==> config.mk <==
export PLATFORM = sky130hd
export DESIGN_NAME = instr_fetch_queue
export DESIGN_NICKNAME = d
export VERILOG_FILES = /design/src/rtl/fetch_pkg.sv /design/src/rtl/fetch_fifo.sv /design/src/rtl/instr_fetch_queue.sv
export SDC_FILE = /design/constraint.sdc
export NUM_CORES = 1
export LEC_CHECK = 0
export ABC_AREA = 1
export CORE_UTILIZATION = 37
export CTS_BUF_LIST = sky130_fd_sc_hd__clkbuf_8
export DETAILED_ROUTE_END_ITERATION = 8
export PLACE_DENSITY = 0.69
export SKIP_CTS_REPAIR_TIMING = 1
export SKIP_LAST_GASP = 1
export SLEW_MARGIN = 0
export SYNTH_ARGS = -nofsm -noshare
export SYNTH_HDL_FRONTEND = slang
export SYNTH_SLANG_ARGS = --single-unit
==> constraint.sdc <==
create_clock -name clk -period 3.8 [get_ports clk]
set_input_delay 0.76 -clock clk [delete_from_list [all_inputs] [get_ports clk]]
set_output_delay 0.76 -clock clk [all_outputs]
set_load 0.03 [all_outputs]
==> src/rtl/fetch_pkg.sv <==
// Shared fetch-unit types and constants.
// Used by the fetch queue FSM and its entry storage.
package fetch_pkg;

   localparam int XLEN    = 32;
   localparam int INSTR_W = 32;
   localparam logic [XLEN-1:0] PC_INC = 32'd4;

   typedef enum logic {
      FETCH     = 1'b0,
      MISS_WAIT = 1'b1
   } fetch_state_e;

   typedef struct packed {
      logic [XLEN-1:0]    pc;
      logic [INSTR_W-1:0] instr;
   } fetch_entry_t;

endpackage

==> src/rtl/fetch_fifo.sv <==
// Circular entry store for the fetch queue.
// Synchronous write, combinational head read, flush clears pointers.
module fetch_fifo
   import fetch_pkg::*;
#(
   parameter int DEPTH = 4,
   parameter int W     = $bits(fetch_entry_t)
) (
   input  logic                   clk,
   input  logic                   reset_n,
   input  logic                   flush,
   input  logic                   wr_en,
   input  logic [W-1:0]           wr_data,
   input  logic                   rd_en,
   output logic [W-1:0]           rd_data,
   output logic [$clog2(DEPTH):0] count
);

   localparam int AW = $clog2(DEPTH);
   localparam int CW = AW + 1;
   localparam logic [CW-1:0] FULL = CW'(DEPTH);

   logic [W-1:0]  mem [DEPTH];
   logic [AW-1:0] head_q, tail_q;
   logic [CW-1:0] count_q;
   logic          wr_ok, rd_ok;

   assign rd_ok = rd_en && (count_q != '0);
   assign wr_ok = wr_en && ((count_q != FULL) || rd_ok);

   // Storage carries no reset; head data is don't-care while empty.
   always_ff @(posedge clk) begin
      if (wr_ok && !flush) begin
         mem[tail_q] <= wr_data;
      end
   end

   always_ff @(posedge clk or negedge reset_n) begin
      if (!reset_n) begin
         head_q  <= '0;
         tail_q  <= '0;
         count_q <= '0;
      end else if (flush) begin
         head_q  <= '0;
         tail_q  <= '0;
         count_q <= '0;
      end else begin
         if (wr_ok) tail_q <= tail_q + 1'b1;
         if (rd_ok) head_q <= head_q + 1'b1;
         unique case ({wr_ok, rd_ok})
            2'b10:   count_q <= count_q + 1'b1;
            2'b01:   count_q <= count_q - 1'b1;
            default: count_q <= count_q;
         endcase
      end
   end

   assign rd_data = mem[head_q];
   assign count   = count_q;

endmodule

==> src/rtl/instr_fetch_queue.sv <==
// Instruction fetch PC/miss FSM feeding a small decoupling queue.
// Redirect flushes everything and reloads the word-aligned target.
module instr_fetch_queue
   import fetch_pkg::*;
#(
   parameter int              DEPTH    = 4,
   parameter logic [XLEN-1:0] RESET_PC = 32'h0000_0000
) (
   input  logic                   clk,
   input  logic                   reset_n,
   input  logic [INSTR_W-1:0]     instr_f,
   input  logic                   hit_miss,
   input  logic                   countdone,
   input  logic                   redirect,
   input  logic [XLEN-1:0]        redirect_pc,
   input  logic                   deq_ready,
   output logic [XLEN-1:0]        pc_f,
   output logic                   deq_valid,
   output logic [INSTR_W-1:0]     deq_instr,
   output logic [XLEN-1:0]        deq_pc,
   output logic [$clog2(DEPTH):0] count
);

   localparam int CW = $clog2(DEPTH) + 1;
   localparam logic [CW-1:0] FULL = CW'(DEPTH);

   fetch_state_e    state_q, state_d;
   logic [XLEN-1:0] pc_q, pc_d;
   logic            enq, deq, room;
   fetch_entry_t    wr_entry, rd_entry;
   logic            unused_pc_lsb;

   assign unused_pc_lsb = ^redirect_pc[1:0];

   assign deq_valid = (count != '0);
   assign deq       = deq_valid && deq_ready && !redirect;
   assign room      = (count != FULL) || deq;

   always_ff @(posedge clk or negedge reset_n) begin
      if (!reset_n) begin
         state_q <= FETCH;
         pc_q    <= RESET_PC;
      end else begin
         state_q <= state_d;
         pc_q    <= pc_d;
      end
   end

   always_comb begin
      state_d = state_q;
      pc_d    = pc_q;
      enq     = 1'b0;
      if (redirect) begin
         state_d = FETCH;
         pc_d    = {redirect_pc[XLEN-1:2], 2'b00};
      end else begin
         unique case (state_q)
            FETCH: begin
               if (!hit_miss) begin
                  state_d = MISS_WAIT;
               end else if (room) begin
                  enq  = 1'b1;
                  pc_d = pc_q + PC_INC;
               end
            end
            MISS_WAIT: begin
               if (countdone) state_d = FETCH;
            end
            default: state_d = FETCH;
         endcase
      end
   end

   assign wr_entry = '{pc: pc_q, instr: instr_f};

   fetch_fifo #(
      .DEPTH (DEPTH)
   ) u_fifo (
      .clk     (clk),
      .reset_n (reset_n),
      .flush   (redirect),
      .wr_en   (enq),
      .wr_data (wr_entry),
      .rd_en   (deq),
      .rd_data (rd_entry),
      .count   (count)
   );

   assign pc_f      = pc_q;
   assign deq_pc    = rd_entry.pc;
   assign deq_instr = rd_entry.instr;

endmodule

# ---- Yosys cells after proc, flatten, opt, wreduce, memory -nomap -nowiden
# Memories as Yosys holds them, arrays and structs flattened.
# Index checks and enable logic that the tools add are counted.
dict set report classes {
  add_sub_neg 5
  n_eq_ne 4
  muxes 20
  n_bitwise 1
  reduce_logical 15
}
# operator count
set ops {}
lappend ops {{two-way mux 32 bit} 4}
lappend ops {{adder 32 x 3 -> 32 bit (second input constant)} 1}
lappend ops {{two-way mux 1 bit} 9}
lappend ops {{two-way mux 2 bit} 4}
lappend ops {{nonzero test 2 bit} 4}
lappend ops {{one-hot mux 3 bit (2 select lines)} 1}
lappend ops {{nonzero test 3 bit} 2}
lappend ops {{logical AND 1 bit} 5}
lappend ops {{adder 2 x 1 -> 2 bit (second input constant)} 2}
lappend ops {{adder 3 x 1 -> 3 bit (second input constant)} 1}
lappend ops {{two-way mux 3 bit} 1}
lappend ops {{!= test 3 bit (second input constant)} 1}
lappend ops {{AND reduction 3 bit} 1}
lappend ops {{subtractor 3 x 1 -> 3 bit (second input constant)} 1}
lappend ops {{== test 2 x 1 -> 1 bit (second input constant)} 1}
lappend ops {{== test 2 bit (second input constant)} 1}
lappend ops {{logical OR 1 bit} 2}
lappend ops {{!= test 2 bit (second input constant)} 1}
lappend ops {{one-hot mux 1 bit (2 select lines)} 1}
lappend ops {{logical NOT 1 bit} 1}
lappend ops {{inverter 1 bit} 1}
dict set report totals {
  ff_bits 40
  mem_bits_rw 256
  out_inout_bits 100
  mem_count 1
}
# memory depth word_bits rd rd_ports_with_merged_regs wr line_no
set mem_list {}
lappend mem_list {u_fifo.mem 4 64 1 0 1 fetch_fifo.sv:23} ;# logic [W-1:0] mem [DEPTH];

# ---- Logic depth before layout (Yosys ltp)
# Gate-level depths: netlist (run 1).
dict set report logic_depth {
  word_depth 12
  mapped_depth 10
  mapped_depth_nobuf 10
}

# ---- By module
# A second synthesis (run 1) with hierarchy kept.
dict set report unflattened {
  cells_unflattened 1049
  area_unflattened_um2 12396.9
}
# mod instances cells_per_inst area_per_inst_um2 seq_area_each_um2
set modules_own_cells {}
lappend modules_own_cells {fetch_fifo 1 683 9978.3 7862.5}
lappend modules_own_cells {instr_fetch_queue 1 366 2418.6 775.7}

# ---- Worst setup path after synthesis (run 1)
# No wires, ideal clock.
dict set report synth_path {
  kind {in2reg}
  startpoint {input redirect}
  endpoint {memory u_fifo.mem[0][0] in the netlist's numbering (enable)}
  arrival_time_ns 4.034
  t_required_ns 3.318
  path_slack_ns -0.717
  path_stages 5
  cell_sequence {buf_4 > o211ai_4 > nand2_2 > buf_4 > nor2_1}
}
dict set report synth_via {
  elab_chain_cells 11
}
# item line_no
set synth_rtl {}
lappend synth_rtl {{from (decl)} instr_fetch_queue.sv:14} ;# input logic redirect,
lappend synth_rtl {{logical NOT 1 bit} {fetch_fifo.sv:33, instr_fetch_queue.sv:36}}
lappend synth_rtl {{logical AND 1 bit} instr_fetch_queue.sv:36} ;# assign deq = deq_valid && deq_ready && !redirect;
lappend synth_rtl {{logical OR 1 bit} instr_fetch_queue.sv:37} ;# assign room = (count != FULL) || deq;
lappend synth_rtl {{two-way mux 1 bit} instr_fetch_queue.sv:61} ;# end else if (room) begin
lappend synth_rtl {{two-way mux 1 bit} instr_fetch_queue.sv:59} ;# if (!hit_miss) begin
lappend synth_rtl {{two-way mux 1 bit} instr_fetch_queue.sv:57} ;# unique case (state_q)
lappend synth_rtl {{two-way mux 1 bit} instr_fetch_queue.sv:53} ;# if (redirect) begin
lappend synth_rtl {{logical AND 1 bit} fetch_fifo.sv:29} ;# assign wr_ok = wr_en && ((count_q != FULL) || rd_ok);
lappend synth_rtl {{logical AND 1 bit (*)} fetch_fifo.sv:33} ;# if (wr_ok && !flush) begin
lappend synth_rtl {{two-way mux 1 bit (*)} fetch_fifo.sv:33}
lappend synth_rtl {{two-way mux 1 bit (implied by the code) (*)} fetch_fifo.sv:34} ;# mem[tail_q] <= wr_data;
lappend synth_rtl {{to (decl)} fetch_fifo.sv:23}
# Every way passes the cells marked *; elsewhere a longest branch is shown, timed or not.

# ---- Worst setup path in the final report (run 1)
dict set report layout_path {
  startpoint {register u_fifo.head_q[1]}
  endpoint {output deq_pc[24]}
}
dict set report layout_via {
  elab_chain_cells 1
}
# item line_no
set layout_rtl {}
lappend layout_rtl {{from (decl)} fetch_fifo.sv:24} ;# logic [AW-1:0] head_q, tail_q;
lappend layout_rtl {{from (signal assigned)} fetch_fifo.sv:49} ;# if (rd_ok) head_q <= head_q + 1'b1;
lappend layout_rtl {{memory read (4 x 64 bit)} -}
lappend layout_rtl {{to (decl)} instr_fetch_queue.sv:20} ;# output logic [XLEN-1:0] deq_pc,
# Every way passes these cells.

==> flow_summary_export.csv, run 1 <==
group,metric,value,unit
setup_path,reg2reg_depth,8,
setup_path,required,3040,ps
pwr,p_sw,1.996,mW
routing,ant_nets,0,
clocking,clock_latency,560,ps
synth,synth.distinct_cells,32,
pwr,seqPwrFrac,0.511,
finish,final_layout_size_suffix_gt1_frac,0.07772,
floorplan,core_area,31560,µm²
synth,syn-cell-area,11880,µm²
sta,whs,331.1,ps
min_path,hold_class,"input pin to async pin",
pwr,clkPwrFrac,0.342,
clocking,cts.path.max_buffers,3,
placed_design,dp_hpwl,17.44,mm
setup_path,cp-end-kind,"primary output",
routing,vias,8401,
job,maxCapViolations,0,
sta,setup_violations,0,
placed_design,gp_congestion,0.9041,
global_route,grt_pass1_vias,8373,
synth,syn_area_per_cell,11.50,µm²
clocking,cts_root_buffer,"clkbuf_8",
status,status,"finished, final reports clean",
synth,synthCells,1033,
finish,syn_to_final_growth,25.34,%
clocking,cts_sinks,286,
finish,instances_no_fill,1650,
synth,synth-main-ff-cell,"edfxtp_1",
sta,finalClockSkew,23.73,ps
routing,first_pass_iters,5,
setup_path,critPathSlowestCell,"clkdlybuf4s50_1",
sta,rsz0062_at_grt,"no",
floorplan,io_pins,170,
finish,diodes,0,
sta,finalHoldViolCount,0,
setup_path,crit_path_max_incr_delay,740,ps
global_route,met3_usage,0.03729,
global_route,grt_start_max_net_pins,126,
global_route,grt_busiest_layer,"met2",
routing,viasPerCell,5.092,
setup_path,crit_type,"register to primary output",
sta,setup_ws,212.4,ps
clocking,cts_tree,"done",
setup_path,cp.depth,5,
sta,worst_pin_slew,905.7,ps
setup_path,path_buf_inv,3,
clocking,clk_pin_slew,60,ps
synth,synth_edf_count,248,
sta,slew_violations,0,
synth,yosys_warnings,0,
floorplan,die_area,32820,µm²
setup_path,r2r_end,"pc_f[18]",
pwr,power.internal,5.299,mW
finish,nets,1287,
routing,drt_wl_total,29.22,mm
synth,seq_area_frac_synth,0.7072,
global_route,globalRouteMet1Util,0.2316,
setup_path,crit_arrival,2830,ps
global_route,use_met2,0.2972,
pwr,cellPowerDensity,490.1,nW/µm²
floorplan,initial_utilization,0.3763,
setup_path,cp_top_family,"buffers and inverters",
setup_path,crit_path_start_kind,"register",
placed_design,io_buffers,163,
global_route,grt_pass1_wl,45.46,mm
sta,relSlewSlack,0.3962,
pwr,p_leak,5.315,nW
clocking,cts_made_buffers,48,
sta,min_period,3588,ps
global_route,antenna_found_initial,0,
clocking,htreeDepth,2,
synth,synth_seq_cells,286,
finish,final_util,0.4717,
sta,setup_tns,0,ps
placed_design,dp.cells,1563,
pwr,p_sw_frac,0.2737,
setup_path,path_cells,"inv_2, buf_4, o21ai_0, o22ai_1, clkdlybuf4s50_1",
sta,max_clock_freq,278.7,MHz
pwr,p_comb_frac,0.147,
synth,async_reset_ff_frac,0.1329,
global_route,overflow,0,
setup_path,worst-path-max-fanout,33,
floorplan,die_width,181.2,µm
global_route,track_usage,0.1779,
pwr,vdd_ir_drop_max,0.2627,mV
floorplan,dieHeight,181.2,µm
setup_path,rr_startpoint,"pc_f[3]",
setup_path,endpoint,"deq_pc[24]",
floorplan,num_rows,65,
routing,routedWlPerCell,17.71,µm
finish,nFillCells,2859,
placed_design,dp_slack,630.7,ps
routing,drt-initial-drc-count,563,
routing,drc,0,
setup_path,startpoint,"u_fifo.head_q[1]",
sta,period_share,0.9441,
setup_path,r2r_slack,1700,ps
layout make-up:
type / instances / area, µm² / area share
timing repair buffer: 180 / 1829 / 0.1229
inverter: 33 / 125.1 / 0.008406
multi-input combinational: 662 / 3139 / 0.2109
clock buffer: 52 / 715.7 / 0.04808
tap: 402 / 503.0 / 0.03379
clock inverter: 35 / 166.4 / 0.01118
sequential: 286 / 8406 / 0.5647
sequential cells by signal, indices dropped and copies added, names as in the netlist:
name / count
pc_f: 30
state_q: 1
u_fifo.count: 3
u_fifo.head_q: 2
u_fifo.mem: 248
u_fifo.tail_q: 2
how the worst min path moves through the flow:
stage / from / endpoint / slack (ps) / cells past startpoint
4_1_cts: reset_n / pc_f[24] / 340 / 1
3_3_place_gp: state_q / state_q / 440 / 1
6_report: reset_n / pc_f[24] / 330 / 1
3_5_place_dp: state_q / state_q / 460 / 1
2_1_floorplan: state_q / state_q / 430 / 1
5_1_grt: reset_n / pc_f[23] / 380 / 1
per-stage QoR:
step           cell area, µm²  total power [mW]
2_1_floorplan           11890             4.342
3_3_place_gp            14000             4.851
3_5_place_dp            14000             4.869
4_1_cts                 14880             7.373
5_1_grt                 14880             7.597
6_report                14880             7.295
per-layer routing:
layer  vias to the layer above  wire [µm]
met5                         -          0
met1                      4040      12880
met3                        59       1948
met2                       289      13700
li1                       4013          -
met4                         0        683
synth_stat cells (5+ instances only):
cell,instances,area share
buf_2,15,0.0063
buf_4,8,0.0051
clkbuf_1,32,0.010
dfrtp_1,38,0.080
edfxtp_1,248,0.63
ha_1,5,0.0053
inv_1,28,0.0089
nand2_1,177,0.056
nand3_1,35,0.015
nand3b_1,12,0.0076
nor2_1,195,0.062
o211ai_1,6,0.0038
o21ai_0,130,0.055
o22ai_1,64,0.034
xor2_1,8,0.0059
layout by cell type, fill, tap and decap left out:
master,n
edfxtp_1,248
nor2_1,191
nand2_1,177
clkdlybuf4s50_1,162
o21ai_0,130
o22ai_1,64
clkbuf_8,52
inv_1,46
dfrtp_1,36
nand3_1,35
clkinv_1,13
nand3b_1,12
buf_4,11
xor2_1,8
o211ai_1,6
buf_12,6
nor2_4,5
ha_1,5
clkinv_2,4
a21oi_1,4
o21ai_1,4
conb_1,4
inv_2,3
nand2_2,2
a211oi_1,2
a21oi_2,2
nor3_1,2
nor2_2,2
or2_2,2
dfrtp_4,2
nand4_2,1
o211ai_4,1
nand3_2,1
xnor2_1,1
fa_1,1
inv_6,1
bufinv_16,1
buf_2,1
power by group through the flow:
stage,clock (mW),sequential (mW),combinational [mW]
4_1_cts,2.56,3.73,1.08
2_1_floorplan,0,3.81,0.529
5_1_grt,2.70,3.74,1.15
3_3_place_gp,0,3.78,1.07
3_5_place_dp,0,3.79,1.08
6_report,2.49,3.73,1.07
cell families (layout without fill, tap and decap cells):
logic type | count (synthesis) | count (layout) | share of synthesized area
and+or+nand+nor | 430 | 430 | 0.1468
other | 1 | 4 | 0.0003158
adders and majority gates | 6 | 6 | 0.006954
AOI/OAI and AO/OA | 213 | 213 | 0.1002
buffers and inverters | 88 | 300 | 0.03193
DFF | 286 | 286 | 0.7072
xor gates and xnor gates | 9 | 9 | 0.006638
Note: power is estimated with default switching activity, not from simulation.
==> inputs of run 2 (changes only) <==
Settings changed: MAX_ROUTING_LAYER set to met4.
==> flow_summary_export.csv, run 2 (synthesis results as in run 1) <==
group,metric,value,unit
routing,drt-initial-drc-count,645,
pwr,clkPwrFrac,0.355,
routing,drc,0,
clocking,htreeDepth,2,
floorplan,dieHeight,181.2,µm
global_route,grt_pass1_wl,45.45,mm
global_route,overflow,0,
min_path,hold_class,"input pin to async pin",
finish,largest_register_ffs,248,
floorplan,die_width,181.2,µm
global_route,track_usage,0.1838,
sta,setup_tns,0,ps
finish,nets,1289,
placed_design,dp.cells,1563,
pwr,seqPwrFrac,0.501,
floorplan,die_area,32820,µm²
setup_path,required,3040,ps
sta,max_clock_freq,277.4,MHz
sta,worst_pin_slew,907.5,ps
finish,final_util,0.4750,
pwr,p_sw,2.047,mW
routing,first_pass_iters,5,
setup_path,crit_type,"register to primary output",
routing,routedWlPerCell,17.67,µm
clocking,cts_tree,"done",
placed_design,gp_congestion,0.9126,
global_route,grt_pass1_vias,8276,
clocking,clock_latency,560,ps
floorplan,io_pins,170,
sta,setup_violations,0,
clocking,cts.path.max_buffers,3,
pwr,p_leak,5.334,nW
sta,relSlewSlack,0.3950,
routing,vias,8432,
setup_path,crit_arrival,2850,ps
floorplan,initial_utilization,0.3763,
finish,syn_to_final_growth,26.23,%
status,status,"finished, final reports clean",
job,maxCapViolations,0,
placed_design,io_buffers,163,
finish,regMostFlops,"u_fifo.mem",
finish,diodes,0,
floorplan,core_area,31560,µm²
clocking,cts_sinks,286,
finish,final_common_cell,"edfxtp_1",
pwr,cellPowerDensity,497.1,nW/µm²
sta,slew_violations,0,
routing,drt_wl_total,29.21,mm
clocking,clk_pin_slew,60,ps
sta,min_period,3605,ps
pwr,p_sw_frac,0.2748,
setup_path,cp-end-kind,"primary output",
finish,mostFrequentLayoutCells,"248 x edfxtp_1, 191 x nor2_1, 177 x nand2_1, 162 x clkdlybuf4s50_1, 130 x o21ai_0",
sta,period_share,0.9488,
sta,finalClockSkew,29.07,ps
global_route,antenna_found_initial,0,
setup_path,worst-path-max-fanout,69,
pwr,p_comb_frac,0.144,
clocking,cts_root_buffer,"clkbuf_8",
sta,whs,333.0,ps
sta,finalHoldViolCount,0,
setup_path,crit_path_start_kind,"register",
global_route,grt_start_max_net_pins,84,
sta,rsz0062_at_grt,"no",
routing,ant_nets,0,
pwr,power.internal,5.404,mW
pwr,vdd_ir_drop_max,0.2040,mV
clocking,cts_made_buffers,50,
finish,instances_no_fill,1653,
finish,final_layout_size_suffix_gt1_frac,0.08633,
setup_path,reg2reg_depth,8,
placed_design,dp_hpwl,17.45,mm
routing,viasPerCell,5.101,
floorplan,num_rows,65,
-- run 2: cell types whose count changed in the layout (fill, tap and decap cells not counted) --
cell        change
buf_4           -3
clkinvlp_4      +4
buf_12          +3
clkinv_2        +3
clkbuf_8        +4
dfrtp_4         -1
inv_1           -7
dfrtp_2         +1
clkinv_1        -1
-- run 2: area by class of cell --
cell class / count / area, µm²
fillers: 2863 / 16570
flip-flops and latches: 286 / 8403
multi-input cells: 662 / 3139
repair buffers: 180 / 1867
clock buffers: 56 / 770.7
well taps: 402 / 503.0
clock inverters: 34 / 181.4
inverters: 33 / 125.1
-- run 2: metal layers --
layer / GRT usage / part of all wire
met3: 0.03326 / 0.065
met5: - / 0
met1: 0.2409 / 0.44
met4: 0.05254 / 0.020
met2: 0.2922 / 0.47
-- run 2: power by group through the flow --
stage / registers, mW / clock network, mW / logic, mW
CTS: 3.74 / 2.72 / 1.08
global route: 3.75 / 2.86 / 1.15
finish: 3.74 / 2.65 / 1.07
floorplan: 3.81 / 0 / 0.529
global placement: 3.79 / 0 / 1.07
detailed placement: 3.80 / 0 / 1.08
-- run 2: critical path, cell delays in order (launching register included) --
cell and delay (ps):
dfrtp_4 610, buf_12 320, buf_4 270, o21ai_0 120, o22ai_1 200, clkdlybuf4s50_1 720
-- run 2: per-stage QoR --
| stage | total power [mW] | area (µm²) | setup WS, ps |
|---|---|---|---|
| 2_1_floorplan | 4.342 | 11890 | -716.7 |
| 3_3_place_gp | 4.860 | 14040 | 676.3 |
| 3_5_place_dp | 4.878 | 14040 | 627.2 |
| 4_1_cts | 7.535 | 14990 | 170.3 |
| 5_1_grt | 7.769 | 14990 | 53.35 |
| 6_report | 7.452 | 14990 | 194.7 |
-- run 2: path summary, 6_finish.rpt --
check	startpoint	endpoint	slack [ps]
setup / recovery	u_fifo.head_q[0]	deq_instr[13]	190
min in group clk	state_q	state_q	460
max in group asynchronous	reset_n	u_fifo.head_q[0]	2800
hold reg to reg	state_q	state_q	460
hold / removal	reset_n	pc_f[22]	330
setup reg to reg	pc_f[3]	pc_f[18]	1690
==> inputs of run 3 (changes only) <==
Settings changed: ABC_AREA 1 to unset.
==> flow_summary_export.csv, run 3 <==
group,metric,value,unit
status,status,"finished, final reports clean",
floorplan,num_rows,63,
synth,synth_seq_cells,286,
setup_path,crit_arrival,2690,ps
setup_path,worst-path-max-fanout,19,
job,maxCapViolations,0,
synth,synth-simple-area-share,0.05196,
global_route,overflow,0,
synth,synth-compound-area-share,0.02921,
finish,syn_to_final_growth,27.17,%
floorplan,io_pins,170,
pwr,seqPwrFrac,0.503,
placed_design,dp_hpwl,15.18,mm
sta,setup_tns,0,ps
min_path,hold_class,"input pin to async pin",
placed_design,placed_area,13450,µm²
synth,syn-cell-area,11220,µm²
synth,synth.most_common_cell,"edfxtp_1",
global_route,antenna_found_initial,0,
finish,nFillCells,2476,
sta,finalClockSkew,15.62,ps
floorplan,die_width,176.1,µm
synth,yosys_warnings,0,
clocking,clk_pin_slew,60,ps
pwr,p_sw_frac,0.2695,
synth,synth_edf_count,248,
sta,relSlewSlack,0.3135,
routing,routedWlPerCell,20.24,µm
sta,min_period,3452,ps
pwr,power.internal,5.370,mW
pwr,clkPwrFrac,0.321,
pwr,vdd_ir_drop_max,0.2061,mV
sta,rsz0062_at_grt,"no",
finish,fin_area,14270,µm²
placed_design,io_buffers,163,
sta,slew_violations,0,
routing,drc,0,
global_route,track_usage,0.1658,
synth,synth_area_leader_cell,"edfxtp_1",
sta,finalHoldViolCount,0,
clocking,clock_latency,530,ps
setup_path,r2r_slack,1190,ps
pwr,cellPowerDensity,515.1,nW/µm²
setup_path,rr_startpoint,"pc_f[2]",
synth,async_reset_ff_frac,0.1329,
synth,synth-main-ff-cell,"edfxtp_1",
finish,largest_register_ffs,248,
placed_design,gp_congestion,0.7792,
synth,synthXorXnorAreaFrac,0.02029,
synth,synthCells,592,
floorplan,initial_utilization,0.3776,
floorplan,dieHeight,176.1,µm
routing,drt-initial-drc-count,422,
clocking,cts.path.max_buffers,3,
global_route,grt_pass1_vias,6526,
setup_path,r2r_end,"pc_f[30]",
floorplan,core_area,29720,µm²
global_route,grt_pass1_wl,37.63,mm
setup_path,required,3040,ps
pwr,p_comb_frac,0.176,
setup_path,cp-end-kind,"primary output",
synth,synth_common_cells,"248 x edfxtp_1, 62 x mux4_2, 38 x dfrtp_1, 32 x nand2_1, 26 x o21ai_0",
setup_path,crit_path_start_kind,"register",
finish,final_layout_size_suffix_gt1_frac,0.1836,
finish,final_common_cell,"edfxtp_1",
routing,vias,6175,
finish,mostFrequentLayoutCells,"248 x edfxtp_1, 161 x clkdlybuf4s50_1, 62 x mux4_2, 50 x clkbuf_8, 36 x dfrtp_1",
synth,synth.distinct_cells,47,
routing,first_pass_iters,4,
finish,diodes,0,
synth,syn_area_per_cell,18.95,µm²
setup_path,reg2reg_depth,6,
sta,period_share,0.9084,
clocking,cts_root_buffer,"clkbuf_8",
clocking,htreeDepth,2,
synth,synthAdderAreaFrac,0.007360,
routing,drt_wl_total,24.65,mm
routing,viasPerCell,5.070,
finish,final_util,0.4802,
setup_path,crit_type,"register to primary output",
pwr,power.total,7.350,mW
sta,max_clock_freq,289.7,MHz
clocking,cts_tree,"done",
clocking,cts_made_buffers,47,
sta,worst_pin_slew,1030,ps
synth,synth_mux_area_frac,0.1272,
placed_design,dp_slack,678.5,ps
clocking,cts_sinks,286,
finish,nets,870,
synth,yosysTopAreaCellShare,0.6637,
pwr,p_leak,4.708,nW
pwr,p_sw,1.981,mW
global_route,grt_start_max_net_pins,63,
routing,ant_nets,0,
sta,setup_ws,348.2,ps
sta,setup_violations,0,
finish,regMostFlops,"u_fifo.mem",
synth,synth_top_family_by_area,"multiplexers",
floorplan,die_area,31030,µm²
synth,seq_area_frac_synth,0.7484,
synth,netlist_top_cells_area,"edfxtp_1 66%, mux4_2 12%, dfrtp_1 8.5%, o21ai_0 1.2%, xor2_1 1.1%",
run 3: critical path, stage by stage, from the launching register on:
cell and delay, ps:
dfrtp_4 700, buf_4 310, mux4_2 520, clkdlybuf4s50_1 630
run 3: logic make-up after synthesis:
| logic type | after synthesis |
|---|---|
| fa+ha+maj | 6 |
| xor+xnor | 26 |
| other cells | 1 |
| buf+inv | 41 |
| flops | 286 |
| compound gates | 54 |
| mux | 65 |
| simple gates | 113 |
run 3: area by class of cell:
| cell class | count | area [µm²] | area share |
|---|---|---|---|
| sequential | 286 | 8406 | 0.5890 |
| multi-input combinational | 268 | 2684 | 0.1881 |
| timing repair buffer | 181 | 1832 | 0.1284 |
| clock buffer | 50 | 688.2 | 0.04822 |
| tap | 390 | 488.0 | 0.03420 |
| clock inverter | 33 | 135.1 | 0.009470 |
| inverter | 10 | 37.54 | 0.002630 |
run 3: through the flow:
stage               hold WS [ps]  instances
global placement           458.3       1135
global route               407.3       1218
CTS                        362.5       1218
detailed placement         470.5       1135
floorplan                  442.7        595
finish                     354.9       1218
run 3: metal layers:
metal | track usage | wire length, µm
met2 | 0.2587 | 11760
met3 | 0.03424 | 1472
met5 | - | 0
met4 | 0.04348 | 359
met1 | 0.2216 | 11060
run 3: worst max-delay path by stage:
stage	startpoint	to	slack, ps	cells past startpoint
after CTS	u_fifo.head_q[0]	deq_pc[17]	230	3
after detailed placement	deq_ready	u_fifo.mem[3][23]	680	4
after global routing	u_fifo.head_q[0]	deq_instr[29]	180	3
after global placement	deq_ready	u_fifo.mem[3][23]	720	4
final	u_fifo.head_q[0]	deq_pc[17]	350	3
after floorplan	hit_miss	u_fifo.mem[0][0]	60	5
run 3: power groups by stage:
stage / Clock, mW / Combinational (mW) / Sequential, mW
floorplan: 0 / 0.715 / 3.76
global placement: 0 / 1.30 / 3.76
detailed placement: 0 / 1.31 / 3.77
CTS: 2.44 / 1.31 / 3.71
global route: 2.56 / 1.37 / 3.72
finish: 2.36 / 1.29 / 3.70
==> RTL edit: new RTL, config.mk and constraints of run 1 <==
`INSTR_W`: 32 -> 28.
--- a/src/rtl/fetch_pkg.sv
+++ b/src/rtl/fetch_pkg.sv
@@ -3,7 +3,7 @@
 package fetch_pkg;
 
    localparam int XLEN    = 32;
-   localparam int INSTR_W = 32;
+   localparam int INSTR_W = 28;
    localparam logic [XLEN-1:0] PC_INC = 32'd4;
 
    typedef enum logic {
Ports: changed (resized deq_instr and instr_f); port bits go from 170 to 162. No check against the original RTL was run, so the function may have changed too.
==> RTL edit against run 1 <==
- power down 4.6%
- critical path type unchanged
- highest routed layer unchanged
- critical endpoint is now deq_pc[15]
- routed wire length down 6.9%
- first-iteration DRC count up 7.6%
- sequential cell count down 16
- fmax up 0.66%
- area after synthesis down 5.6%
- largest power group unchanged
- final area down 5.4%
- setup slack better by 0.024 ns
==> RTL edit: results (changes against run 1) <==
INFO  metric run_status = finished, final reports clean
INFO  metric power.internal = 5.05 mW (-4.8%)
INFO  metric cts-buffers-inserted = 46 (-4.2%)
INFO  metric p_leak = 5.03 nW (-5.4%)
INFO  metric place.detailed.hpwl = 15900 um (-8.7%)
INFO  metric synth-adder-area-share = 0.00737 (+0.000412)
INFO  metric yosys_warnings = 0 (unchanged)
INFO  metric stdcell_area = 14100 um2 (-5.4%)
INFO  metric crit_arrival = 2.80 ns (-0.03 ns)
INFO  metric detailroute.via_count = 7993 (-4.9%)
INFO  metric place_worst_setup_slack = 0.731 ns (+0.101 ns)
INFO  metric drt-pass1-iter-count = 6 (+1)
INFO  metric drt_first_iter_violations = 606 (+7.6%)
INFO  metric timing.hold.worst.class = input port to asynchronous set/reset pin
INFO  metric finalWeightedCongestion = 0.840 (-7.1%)
INFO  metric vias_in_the_first_global_route = 7530 (-10%)
INFO  metric synth_top_cells_by_area = sky130_fd_sc_hd__edfxtp_1, sky130_fd_sc_hd__dfrtp_1, sky130_fd_sc_hd__nor2_1
INFO  metric cpPeakStageDelay = 0.75 ns
INFO  metric yosys.cell_types.count = 33 (+3.1%)
INFO  metric critPathMaxFanout = 48 (+45%)
INFO  metric global_route_wire_length_before_repair = 41500 um (-8.7%)
INFO  metric place.port_buffers = 155 (-4.9%)
INFO  metric grtUsageTotal = 0.175 (-0.00328)
INFO  metric synth_edf_count = 232 (-6.5%)
INFO  metric antenna_found_initial = 0 (unchanged)
INFO  metric layout-drive-gt1-share = 0.0734 (-0.00437)
INFO  metric postSynthAreaPerCell = 11.4 um2 (-0.89%)
INFO  metric ir_drop = 0.259 mV (-1.5%)
INFO  metric post_layout_nonfiller_instances = 1576 (-4.5%)
INFO  metric placedCellCount = 1496 (-4.3%)
INFO  metric maximum_number_of_pins_on_one_net_before_global_route_repair = 119 (-5.6%)
INFO  metric synth_compound_gate_area_share = 0.104 (+0.00393)
INFO  metric synth.yosys.seq_area_share = 0.706 (-0.000946)
INFO  metric post_synth_xor_area_fraction = 0.00547 (-0.00117)
INFO  metric synth.cells.most_frequent = sky130_fd_sc_hd__edfxtp_1, sky130_fd_sc_hd__nor2_1, sky130_fd_sc_hd__nand2_1, sky130_fd_sc_hd__o21ai_0, sky130_fd_sc_hd__o22ai_1
INFO  metric slowest_stage = sky130_fd_sc_hd__clkdlybuf4s50_1
INFO  metric post_synth_arst_share = 0.141 (+0.00787)
INFO  metric layout.nets = 1226 (-4.7%)
INFO  metric filler_cell_count = 2696 (-5.7%)
INFO  metric post_dp_cell_area = 13300 um2 (-5.3%)
INFO  metric route.final.wire_length = 27200 um (-6.9%)
INFO  metric timing.clock.skew = 0.0253 ns (+0.00158 ns)
-- RTL edit: cell count changes after synthesis, sizes merged, moves of 3 or more --
cell and delta:
edfxtp -16, nand2 -16, buf -8, nand3 -7
nor2 -7, a22oi +6, clkbuf +5, o22ai -5
inv +4, nand4 +3, xor2 -3
-- RTL edit: worst paths after layout --
| path | start | endpoint | slack (ns) | depth (start not counted) |
|---|---|---|---|---|
| max | u_fifo.head_q[0] | deq_pc[15] | 0.24 | 5 |
| min | reset_n | pc_f[27] | 0.35 | 1 |
| max reg2reg | u_fifo.count[0] | pc_f[14] | 1.69 | 8 |
| min reg2reg | state_q | state_q | 0.44 | 1 |
| max in group asynchronous | reset_n | u_fifo.head_q[0] | 2.77 | 1 |
| min in group clk | state_q | state_q | 0.44 | 1 |
-- RTL edit: cell type report --
| cell class | instances | area share |
|---|---|---|
| clock buffer | 49 | 0.0479 |
| inverter | 35 | 0.00942 |
| timing repair buffer | 171 | 0.124 |
| sequential | 270 | 0.563 |
| clock inverter | 31 | 0.0108 |
| multi-input combinational | 630 | 0.211 |
| tap | 390 | 0.0347 |
-- RTL edit: per-layer routing --
| layer | vias up | part of all wire | track usage |
|---|---|---|---|
| li1 | 3830 | - | - |
| met1 | 3830 | 0.43 | 0.229 |
| met2 | 280 | 0.47 | 0.279 |
| met3 | 53 | 0.075 | 0.0454 |
| met4 | 0 | 0.027 | 0.0623 |
| met5 | - | 0 | 0 |
-- RTL edit: power by group through the flow --
stage | logic, mW | clock network (mW) | registers (mW)
floorplan | 0.534 | 0 | 3.62
global placement | 1.09 | 0 | 3.58
detailed placement | 1.10 | 0 | 3.59
CTS | 1.10 | 2.41 | 3.53
global route | 1.18 | 2.56 | 3.55
finish | 1.09 | 2.34 | 3.53
